[src/rtl/controller_sequencer.sv]
// Multi-cycle control sequencer: captures an instruction on run and walks T0..T3,
// emitting an encoded bus-source select plus register load enables each cycle.
module controller_sequencer #(
  parameter logic [3:0] G_CODE    = 4'h8,
  parameter logic [3:0] EXT_CODE  = 4'hA,
  parameter logic [3:0] IDLE_CODE = 4'hF
) (
  input  logic       clock,
  input  logic       reset,
  input  logic       run,
  input  logic [8:0] din,
  output logic [3:0] bus_sel,
  output logic       ir_in,
  output logic [7:0] r_in,
  output logic       a_in,
  output logic       g_in,
  output logic       addsub,
  output logic       done,
  output logic       busy
);

  typedef enum logic [1:0] {
    T0 = 2'd0,
    T1 = 2'd1,
    T2 = 2'd2,
    T3 = 2'd3
  } step_t;

  step_t      step_r;
  logic [8:0] ir_r;
  logic [2:0] op_s;
  logic [2:0] rx_s;
  logic [2:0] ry_s;
  logic       is_arith_s;

  assign op_s       = ir_r[8:6];
  assign rx_s       = ir_r[5:3];
  assign ry_s       = ir_r[2:0];
  assign is_arith_s = (op_s[2:1] == 2'b01);

  // Step and instruction register; reset aborts any instruction in flight.
  always_ff @(posedge clock) begin
    if (reset) begin
      step_r <= T0;
      ir_r   <= 9'd0;
    end else begin
      case (step_r)
        T0: begin
          if (run) begin
            ir_r   <= din;
            step_r <= T1;
          end else begin
            step_r <= T0;
          end
        end
        T1:      step_r <= is_arith_s ? T2 : T0;
        T2:      step_r <= T3;
        T3:      step_r <= T0;
        default: step_r <= T0;
      endcase
    end
  end

  // Control decode from step and IR; run only matters while waiting in T0.
  always_comb begin
    bus_sel = IDLE_CODE;
    ir_in   = 1'b0;
    r_in    = 8'h00;
    a_in    = 1'b0;
    g_in    = 1'b0;
    addsub  = 1'b0;
    done    = 1'b0;
    busy    = (step_r != T0);
    case (step_r)
      T0: begin
        ir_in = run;
      end
      T1: begin
        case (op_s)
          3'b000: begin
            bus_sel = {1'b0, ry_s};
            r_in    = 8'h01 << rx_s;
            done    = 1'b1;
          end
          3'b001: begin
            bus_sel = EXT_CODE;
            r_in    = 8'h01 << rx_s;
            done    = 1'b1;
          end
          3'b010, 3'b011: begin
            bus_sel = {1'b0, rx_s};
            a_in    = 1'b1;
          end
          default: begin
            // Reserved opcodes finish immediately as a nop.
            done = 1'b1;
          end
        endcase
      end
      T2: begin
        bus_sel = {1'b0, ry_s};
        g_in    = 1'b1;
        addsub  = op_s[0];
      end
      T3: begin
        bus_sel = G_CODE;
        r_in    = 8'h01 << rx_s;
        done    = 1'b1;
      end
      default: begin
        bus_sel = IDLE_CODE;
      end
    endcase
  end

endmodule

[config.mk]
export PLATFORM = sky130hd
export DESIGN_NAME = controller_sequencer
export DESIGN_NICKNAME = d
export VERILOG_FILES = /design/src/rtl/controller_sequencer.sv
export SDC_FILE = /design/constraint.sdc
export NUM_CORES = 1
export LEC_CHECK = 0
export CORE_AREA = 5 5 48 50
export DETAILED_ROUTE_END_ITERATION = 10
export DIE_AREA = 0 0 53 55
export HOLD_SLACK_MARGIN = 0.02
export PLACE_DENSITY = 0.68
export REMOVE_ABC_BUFFERS = 1
export SLEW_MARGIN = 20
export SYNTH_ARGS = -nofsm -noshare
export SYNTH_HDL_FRONTEND = slang
export SYNTH_SLANG_ARGS = --single-unit
[constraint.sdc]
create_clock -name clock -period 2.6 [get_ports clock]
set_clock_uncertainty 0.15 [all_clocks]
set_input_delay 0.26 -clock clock [delete_from_list [all_inputs] [get_ports clock]]
set_output_delay 0.26 -clock clock [all_outputs]
set_load 0.01 [all_outputs]
Word level (Yosys, flattened, before mapping). Cells that the tools add are included.

Register bits: 11. Input bits: 12. Output and inout port bits: 18.

Equal/unequal tests: 7. Shift operators: 1. Mux-type cells: 14. Reductions and logical operators: 6.

Operators by type and width (number): $pmux 4 s3 (2); $pmux 8 s2 (1); $mux 8 (1); $pmux 2 s4 (1); $shl 1x3->8 const A (1); $mux 1 (7); $eq 3x2->1 const B (2); $eq 2x1->1 const B (2); $eq 2x2->1 const B (2); $reduce_or 2->1 (2); $eq 3x1->1 const B (1); $logic_not 3->1 (1); $logic_not 2->1 (1); $mux 2 (1); $pmux 1 s2 (1); $reduce_and 2->1 (1); $reduce_bool 2->1 (1).

Depth between registers and ports, before layout.
Depth in word-level cells: 4. Gate-level depth with buffers: 4. Depth with buffers taken out: 3.

Worst setup path before layout. OpenSTA, ideal clock, no wires.

Path type: flip-flop to output port. From: reg ir_r[7]. To: out bus_sel[2]. Arrival time: 1.006 ns. Slack: 1.184 ns. Stages on the path, launching flop included: 5. Path buffers: 1. Path through: dfxtp_1 buf_2 o41ai_2 nand2_1 o21ai_0.

Word-level cells in the longest chain between the ends: 4.

Ends and longest elaborated chain: start, declared (line 30) `logic [8:0] ir_r;`; start signal, assigned (line 50) `ir_r <= din;`; $eq 3x2->1 (line 79) `case (op_s)`; $reduce_or 2->1 (line 79); $pmux 4 s3 * (line 79); $pmux 4 s3 * (line 74) `case (step_r)`; end, declared (line 12) `output logic [3:0] bus_sel,`.

Every way passes the cells marked *; elsewhere a longest branch is shown, timed or not.

Final worst setup path.
From: reg step_r[0]. To: out r_in[4].

Word-level cells in the longest chain between the ends: 2.

Ends and longest elaborated chain: start, declared (line 29) `step_t step_r;`; start signal, assigned (line 56) `T1: step_r <= is_arith_s ? T2 : T0;`; $eq 2x2->1 / $eq 2x1->1 (equally long branches) (line 74); $pmux 8 s2 * (line 74); end, declared (line 14) `output logic [7:0] r_in,`.

Marked as above.

==> flow_metrics.env <==
export IMPL_die_h_um=55
export IMPL_finalHoldViolCount=0
export IMPL_synth_area_um2=609.3
export IMPL_worst_hold_slack_ns=0.3679
export IMPL_p_clk_share_pct=28.4
export IMPL_ys_ff_latch=11
export IMPL_clockBufferDepth=2
export IMPL_core_area_um2=1862
export IMPL_synth_area_leaders="dfxtp_1 (36%), mux2i_1 (15%), nor2_1 (12%)"
export IMPL_startpoint_type="register"
export IMPL_finalSetupTns_ns=0
export IMPL_clock_sinks=11
export IMPL_async_flop_share_pct=0
export IMPL_path_clk_slew_ns=0.07
export IMPL_area_delta_synth_final_pct=53.80
export IMPL_nets=117
export IMPL_final_setup_viol_count=0
export IMPL_cts_tree="done"
export IMPL_die_w_um=53
export IMPL_timing_final_crit_period_ns=2.298
export IMPL_antenna_found_initial=0
export IMPL_drt_pre_antenna_iters=2
export IMPL_post_cts_buffers=0
export IMPL_grt_pass1_wl_um=2594
export IMPL_hpwl_um=1175
export IMPL_h_tree_depth=1
export IMPL_rsz0062_at_grt="no"
export IMPL_n_antenna_cell=0
export IMPL_timing_final_ws_setup_ns=0.3023
export IMPL_grt_overflow=0
export IMPL_synthCells=75
export IMPL_grt_pass1_vias=593
export IMPL_rows=16
export IMPL_crit_path_end_kind="primary output"
export IMPL_dieArea_um2=2915
export IMPL_comb_power_share_pct=24.1
export IMPL_initial_core_util_pct=32.73
export IMPL_boundaryPins=30
export IMPL_busiest_layer="met2"
export IMPL_synth_cell_type_count=24
export IMPL_synth_ff_type="dfxtp_1"
export IMPL_p_int_uw=298.5
export IMPL_reg2regPathDepth=4
export IMPL_r2r_end="ir_r[3]"
export IMPL_drtAntennaViolNets=0
export IMPL_outcome="complete, no violations"
export IMPL_netlist_area_leader_share_pct=36.14
export IMPL_routedWlPerCell_um=11.66
export IMPL_fillers=185
export IMPL_crit_type="register to primary output"
export IMPL_ys_warn_count=0
export IMPL_route_vias_total=628
export IMPL_drc_errors=0
export IMPL_maxCapViolations=0
export IMPL_hold_path_class="register to register"
export IMPL_wirelength_um=1527
export IMPL_cts_resized=0
export IMPL_synth_edf_count=0
export IMPL_sequentialPowerShare_pct=47.6
export IMPL_vias_per_cell=4.794
export IMPL_r2r_start="step_r[0]"
export IMPL_crit_required_ns=2.19
export IMPL_place_worst_setup_slack_ns=0.6054
export IMPL_final_max_slew_viol_count=0
export IMPL_r2r_slack_ns=1.08
export IMPL_use_met2_pct=20.87
export IMPL_synth_seq_area_share_pct=36.14
export IMPL_grtUsageTotal_pct=12.39
export IMPL_vdd_ir_drop_max_mv=0.2581
export IMPL_port_buffers=29
export IMPL_grt_start_max_net_pins=13
export IMPL_sw_frac_of_total_pct=27.98
export IMPL_grt_use_met3_pct=2.949
export IMPL_power_leakage_uw=0.0003567
export IMPL_drt_iter0_drc=7
export IMPL_tightest_slew_ns=0.4430
export IMPL_power_switching_uw=116.0
export IMPL_hold_depth=2
export IMPL_worstSkewPairLatency_ns=0.27
export IMPL_ctsHoldBuffers=0
export IMPL_max_clock_freq_mhz=435.2
export IMPL_cts_made_buffers=3
export IMPL_powerDensity_nw_per_um2=442.3
export IMPL_yosysTopAreaCell="dfxtp_1"
export IMPL_critical_path_peak_fanout=12
export IMPL_finalCritPeriodShare_pct=88.37
export IMPL_place_congestion=0.7302
export IMPL_slew_headroom_pct=70.43
export IMPL_cts_root_buf="clkbuf_4"
export IMPL_groute_layer_met1_usage_pct=14.22
export IMPL_hold_end="ir_r[0]"
export IMPL_drive_gt1_share_pct=7.692
export IMPL_holdCritStartpoint="ir_r[0]"
export IMPL_syn_area_per_cell_um2=8.124
export IMPL_crit_arrival_ns=1.89
## sequential cells by signal, indices dropped and copies added (netlist names), named ones only
register / cells
ir_r: 9
step_r: 1
## through the flow
| step | power [uW] | util [%] | instance area, um^2 | std cells |
|---|---|---|---|---|
| 4_1_cts | 419.0 | 50.34 | 937.1 | 131 |
| 6_report | 414.5 | 50.34 | 937.1 | 131 |
| 2_1_floorplan | 245.7 | - | 579.3 | 70 |
| 3_5_place_dp | 300.7 | 48.92 | 910.9 | 127 |
| 3_3_place_gp | 299.1 | 48.92 | 910.9 | 127 |
| 5_1_grt | 440.4 | 50.34 | 937.1 | 131 |
## layout make-up
cell class                      instances  area [um^2]  area share [%]
Multi-Input combinational cell         57        351.6           37.52
Tap cell                               27        33.78           3.605
Inverter                                2        7.507          0.8011
Clock buffer                            4        26.28           2.804
Sequential cell                        11        220.2           23.50
Timing Repair Buffer                   30        297.8           31.78
## kinds of logic (layout without fill, tap and decap cells)
family          count (synthesis)  in the layout  share of synthesized area, %
compound gates                 12             12                         14.37
buf+inv                         7             36                         6.159
flops                          11             11                         36.14
mux                             9              9                         14.78
simple gates                   36             36                         28.54
## cells in the mapped netlist (2+ instances only)
cell,number
a21oi_1,2
a31oi_1,2
buf_2,3
dfxtp_1,11
inv_1,2
mux2i_1,9
nand2_1,3
nand2b_1,6
nor2_1,20
nor3_1,2
o211ai_1,2
## layout by cell type, fill, tap and decap left out
cell,netlist,layout
nor2b_2,1,1
clkbuf_1,1,1
o21ai_0,1,1
a21oi_1,2,2
nor2_1,20,20
o21ai_1,1,1
o31ai_1,1,1
clkbuf_4,0,3
and2_1,1,1
a21boi_0,1,1
and3_1,1,1
nor3_1,2,2
or2_2,1,1
mux2i_1,9,9
a31oi_1,2,2
o41ai_2,1,1
o221ai_1,1,1
clkdlybuf4s50_1,0,29
buf_4,0,1
nand2_1,3,3
nand2b_1,6,6
dfxtp_1,11,11
inv_1,2,2
o211ai_1,2,2
nor3b_2,1,1
## critical path, cell delays in order, from the launching register on
cell and delay (ns):
dfxtp_1 0.60, o211ai_1 0.25, nor3_1 0.20, clkdlybuf4s50_1 0.57
## power groups by stage
stage / Sequential [uW] / Clock (uW) / Combinational, uW
after floorplan: 196 / 0 / 50.0
after global placement: 200 / 0 / 98.9
after detailed placement: 201 / 0 / 99.9
after CTS: 197 / 121 / 101
after global routing: 199 / 132 / 109
final: 197 / 118 / 99.7
## worst max path at each step
stage                    to  slack (ns)      start
finish              r_in[4]        0.30  step_r[0]
floorplan           ir_r[0]        0.89  step_r[0]
global placement    r_in[0]        0.66  step_r[0]
CTS                 r_in[4]        0.30  step_r[0]
detailed placement  r_in[4]        0.61  step_r[0]
global route        r_in[0]        0.16  step_r[0]
## metal layers
layer | wire (um) | vias to the layer above | share of wire (%)
li1 | - | 315 | -
met1 | 713 | 289 | 47
met2 | 697 | 20 | 46
met3 | 90 | 4 | 5.9
met4 | 25 | 0 | 1.6
met5 | 0 | - | 0
Note: power is estimated with default switching activity, not from simulation.
==> patch 1: new RTL, same flow settings <==
Register the output `r_in`; this adds one clock of latency there. The other outputs are not delayed to match.
--- a/src/rtl/controller_sequencer.sv
+++ b/src/rtl/controller_sequencer.sv
@@ -27,2 +27,4 @@
   } step_t;
+
+  logic [7:0] r_in_d;
 
@@ -67,3 +69,3 @@
     ir_in   = 1'b0;
-    r_in    = 8'h00;
+    r_in_d  = 8'h00;
     a_in    = 1'b0;
@@ -81,3 +83,3 @@
             bus_sel = {1'b0, ry_s};
-            r_in    = 8'h01 << rx_s;
+            r_in_d  = 8'h01 << rx_s;
             done    = 1'b1;
@@ -86,3 +88,3 @@
             bus_sel = EXT_CODE;
-            r_in    = 8'h01 << rx_s;
+            r_in_d  = 8'h01 << rx_s;
             done    = 1'b1;
@@ -106,3 +108,3 @@
         bus_sel = G_CODE;
-        r_in    = 8'h01 << rx_s;
+        r_in_d  = 8'h01 << rx_s;
         done    = 1'b1;
@@ -115,2 +117,6 @@
 
+  always_ff @(posedge clock) begin
+    r_in <= r_in_d;
+  end
+
 endmodule
Formal check against the unedited RTL: not equivalent (Yosys sat finds a counterexample within 4 cycles, from zero or initial values and one cycle with reset high).
==> patch 1 against the original RTL <==
Setup slack worse by 0.018 ns; non-clock buffer count stayed put; count of clock-buffer cells in the layout fell by 1; highest routed layer unchanged; sequential cell count increased by 8; combinational power increased by 4%; largest cell class is now registers; synthesized area is 28% higher; total power is 37% higher; critical endpoint is now bus_sel[1]; cell count increased by 4.6%; fmax is 0.79% lower; wire length rose by 4.9%; final area is 18% higher.
==> patch 1: results (changes against the original RTL) <==
* Synth top cells by count: dfxtp_1, nor2_1, mux2i_1
* Number of detailed-route iterations in the first pass at 3 (+1)
* CP max FO at 8 (-4)
* # placed instances at 133 (+4.7%)
* Status: complete, no violations
* Post-cts sizing count at 0 (unchanged)
* Worst skew pair latency at 0.29 ns (+0.02 ns)
* Sequential area share after synthesis at 48.95% (+13 points)
* Share of cells above drive strength 1 at 10.00% (+2.3 points)
* Post-CTS Setup Inserts at 0 (unchanged)
* CP peak stage delay at 0.57 ns (-0.03 ns)
* Routability cong. at 0.7343 (+0.56%)
* Vias per cell at 4.606 (-3.9%)
* H-tree Lvls at 1 (unchanged)
* DP Area at 1082 sq um (+19%)
* Largest net degree at the start of global routing at 12 (-1)
* Vias in the first global route at 596 (+0.51%)
* Gr usage total at 12.78% (+0.38 points)
* Leakage at 0.4427 nW (+24%)
* Clk buf depth at 2 (unchanged)
* Biggest regs: ir_r (9), r_in (8), step_r (1)
* Fillcell total at 179 (-3.2%)
* Metal-1 WL at 740 um (+3.8%)
* Relative slew margins at 71.75% (+1.3 points)
* Initial drt markers at 6 (-1)
* Routed met2 length at 769 um (+10%)
* First-pass GRT wire length at 2725 um (+5.1%)
* Worst vdd ir at 356.1 uV (+38%)
* Clock Pin Slew Worst Setup and Hold Paths at 0.10 ns (+0.03 ns)
* WL final at 1602 um (+4.9%)
* Critical Path AT at 1.91 ns (+0.02 ns)
* Synthesized area per cell at 9.835 sq um (+21%)
* Ranking of synthesized cells by area: dfxtp_1, mux2i_1, nor2_1
* CP max-delay cell: clkdlybuf4s50_1
* Dpl ws at 0.6149 ns (+0.009509 ns)
* Clock root cell: clkbuf_4
* Layout net count at 123 (+5.1%)
* Met3 WL post-DR at 83 um (-7.8%)
patch 1: cell count changes after synthesis, sizes merged, moves of 2 or more:
cell and delta:
nand3 +2, buf -2, dfxtp +8, a31oi -2, nand2b -2, nand2 +2
patch 1: power breakdown:
part	total (mW)	leakage (nW)	internal (mW)	switching, mW
Sequential	0.321	0.155	0.304	0.0169
Clock	0.145	0.0177	0.0571	0.0878
Combinational	0.104	0.270	0.0622	0.0416
patch 1: layout make-up:
type	instances	area [sq um]	share of cell area, %
timing repair buffer	30	297.8	26.83
clock inverter	1	5.005	0.4510
tap	27	33.78	3.044
multi-input combinational	55	362.8	32.69
sequential	19	380.4	34.27
clock buffer	3	22.52	2.029
inverter	2	7.507	0.6764
patch 1: layer usage:
layer,global-route usage [%],vias to the layer above
met4,6.383,0
li1,-,328
met2,20.66,16
met1,16.48,285
met5,0,-
met3,2.145,2
patch 1: worst paths after layout:
| kind | cells past startpoint | endpoint | slack [ns] | from |
|---|---|---|---|---|
| worst max register to register | 4 | ir_r[1] | 1.13 | step_r[0] |
| worst max-delay path | 4 | bus_sel[1] | 0.28 | flip-flop |
| worst min register to register | 2 | ir_r[1] | 0.37 | ir_r[1] |
| worst min-delay path | 2 | ir_r[1] | 0.37 | ir_r[1] |
patch 1: cell families after synthesis:
family / Yosys count / share of synthesized area, %
flip-flops: 19 / 48.95
buffers and inverters: 5 / 4.348
multiplexers: 9 / 11.59
AO/OA/AOI/OAI: 8 / 9.017
AND/OR/NAND/NOR: 38 / 26.09
patch 1: critical path: cells and delay by family (launching register included):
family                 cells  cell delay (ns)
flip-flops                 1             0.42
buffers and inverters      1             0.57
AO/OA/AOI/OAI              2             0.53
AND/OR/NAND/NOR            1             0.10
==> patch 2: new RTL, config.mk and constraints unchanged <==
Made on the original files. The 4 values of `step_t` get a Gray code encoding in 2 bits.
--- a/src/rtl/controller_sequencer.sv
+++ b/src/rtl/controller_sequencer.sv
@@ -22,6 +22,6 @@
   typedef enum logic [1:0] {
-    T0 = 2'd0,
-    T1 = 2'd1,
-    T2 = 2'd2,
-    T3 = 2'd3
+    T0 = 2'b00,
+    T1 = 2'b01,
+    T2 = 2'b11,
+    T3 = 2'b10
   } step_t;
Formal check against the unedited RTL: same outputs for any inputs over 10 cycles, from zero or initial values and one cycle with reset high; not proved beyond that.
==> patch 2 against the original RTL <==
Setup slack got worse by 0.22 ns; first-iteration DRC count grew 71%; fmax shrank 8.9%; final area grew 11%; core utilization rose by 5.6 points; count of clock-buffer cells in the layout is the same; wire length grew 7.9%; synthesized area rose by 10%; sequential cell count stayed put; total power shrank 6.1%; critical path type unchanged; largest power group unchanged.
==> patch 2: results (changes against the original RTL) <==
* Status: complete, no violations
* Diodes inserted at 0 (unchanged)
* Initial drt markers at 12 (+5)
* Number of detailed-route iterations in the first pass at 4 (+2)
* Post-synth ARST share at 0% (unchanged)
* IO Port Bufs at 29 (unchanged)
* CP max-delay cell: clkdlybuf4s50_1
* Yosys warns at 0 (unchanged)
* WL final at 1647 um (+7.9%)
* DP Wirelength at 1327 um (+13%)
* Biggest regs: ir_r (9), step_r (2)
* CP Capture Type: output pin
* Fillcell total at 190 (+2.7%)
* Share of cells above drive strength 1 at 10.66% (+3.0 points)
* Clk buf depth at 2 (unchanged)
* Worst Hold Class: flip-flop to flip-flop
* Leakage at 0.4247 nW (+19%)
* Cts bufs inserted at 3 (unchanged)
* Layout net count at 140 (+20%)
* Distinct cells, synth at 28 (+17%)
* CP peak stage delay at 0.54 ns (-0.06 ns)
* Clock Pin Slew Worst Setup and Hold Paths at 0.07 ns (about the same)
* Clock root cell: clkbuf_4
* Sequential area share after synthesis at 32.71% (-3.4 points)
* Worst skew pair latency at 0.26 ns
* Vias at 705 (+12%)
* H-tree Lvls at 1 (unchanged)
* Initial antenna violation count at 0 (unchanged)
* Largest net degree at the start of global routing at 12 (-1)
* Vias in the first global route at 644 (+8.6%)
* Worst vdd ir at 261.6 uV (+1.3%)
* Ranking of synthesized cells by area: dfxtp_1, nand2_1, ha_1
* Worst path top cell family by delay: buffers and inverters
* Routability cong. at 0.7576 (+3.8%)
* CP max FO at 5 (-7)
* Dpl ws at 0.2672 ns (-0.3383 ns)
* First-pass GRT wire length at 2670 um (+2.9%)
* Critical Path AT at 2.11 ns (+0.22 ns)
* Relative slew margins at 74.95% (+4.5 points)
* Post-synth top flop: dfxtp_1
* Gr usage total at 12.32% (-0.071 points)
* Synth top cells by count: nand2_1, nor2_1, a21oi_1, dfxtp_1, ha_1
## patch 2: cell type report
| class | instances | area share, % |
|---|---|---|
| flip-flops and latches | 11 | 21.37 |
| well taps | 27 | 3.241 |
| repair buffers | 30 | 29.05 |
| clock buffers | 4 | 2.521 |
| inverters | 5 | 1.801 |
| multi-input cells | 72 | 42.02 |
## patch 2: power by group
group          internal [mW]  leakage (nW)  switching, mW
clock network         0.0593        0.0150         0.0544
logic                 0.0484         0.319         0.0373
registers              0.178        0.0912         0.0119
total                  0.286         0.425          0.104
## patch 2: final timing paths
check                               start       to  slack (ns)  cells past startpoint
worst min-delay path              ir_r[2]  ir_r[2]        0.32                      2
worst max-delay path            step_r[0]  r_in[2]        0.08                      5
worst max register to register  step_r[0]  ir_r[0]        1.11                      7
worst min register to register    ir_r[2]  ir_r[2]        0.32                      2
## patch 2: what timing repair did
action / in CTS / in global routing
resized for setup: 0 / 6
endpoints found under the setup margin: 4 / 8
buffers inserted: 0 / 0
## patch 2: worst register-to-register path: cells and delay by family, from the launching register on
family / cells / cell delay (ns)
AOI/OAI and AO/OA: 1 / 0.06
adders and majority gates: 1 / 0.18
buffers and inverters: 3 / 0.39
DFF: 1 / 0.35
and+or+nand+nor: 2 / 0.23
## patch 2: routing by layer
layer / track usage, % / vias up / part of all wire (%)
li1: - / 368 / -
met1: 13.53 / 314 / 46
met2: 22.11 / 21 / 47
met3: 2.949 / 2 / 6.9
met4: 6.383 / 0 / 0.49
met5: 0 / - / 0
## patch 2: cells by family after synthesis
| group | count (synthesis) | synth area share (%) |
|---|---|---|
| flops | 11 | 32.71 |
| fa+ha+maj | 5 | 9.294 |
| compound gates | 20 | 18.96 |
| buf+inv | 7 | 4.460 |
| simple gates | 46 | 33.09 |
| mux | 1 | 1.487 |
## patch 2: metrics by stage
| step | cell area [sq um] | util (%) | TNS, ns | std cells | power, mW |
|---|---|---|---|---|---|
| 2_1_floorplan | 661.9 | - | 0 | 88 | 0.2327 |
| 3_3_place_gp | 993.5 | 53.36 | 0 | 145 | 0.2762 |
| 3_5_place_dp | 993.5 | 53.36 | 0 | 145 | 0.2773 |
| 4_1_cts | 1020 | 54.77 | -0.1022 | 149 | 0.3932 |
| 5_1_grt | 1042 | 55.98 | -0.06366 | 149 | 0.4146 |
| 6_report | 1042 | 55.98 | 0 | 149 | 0.3892 |
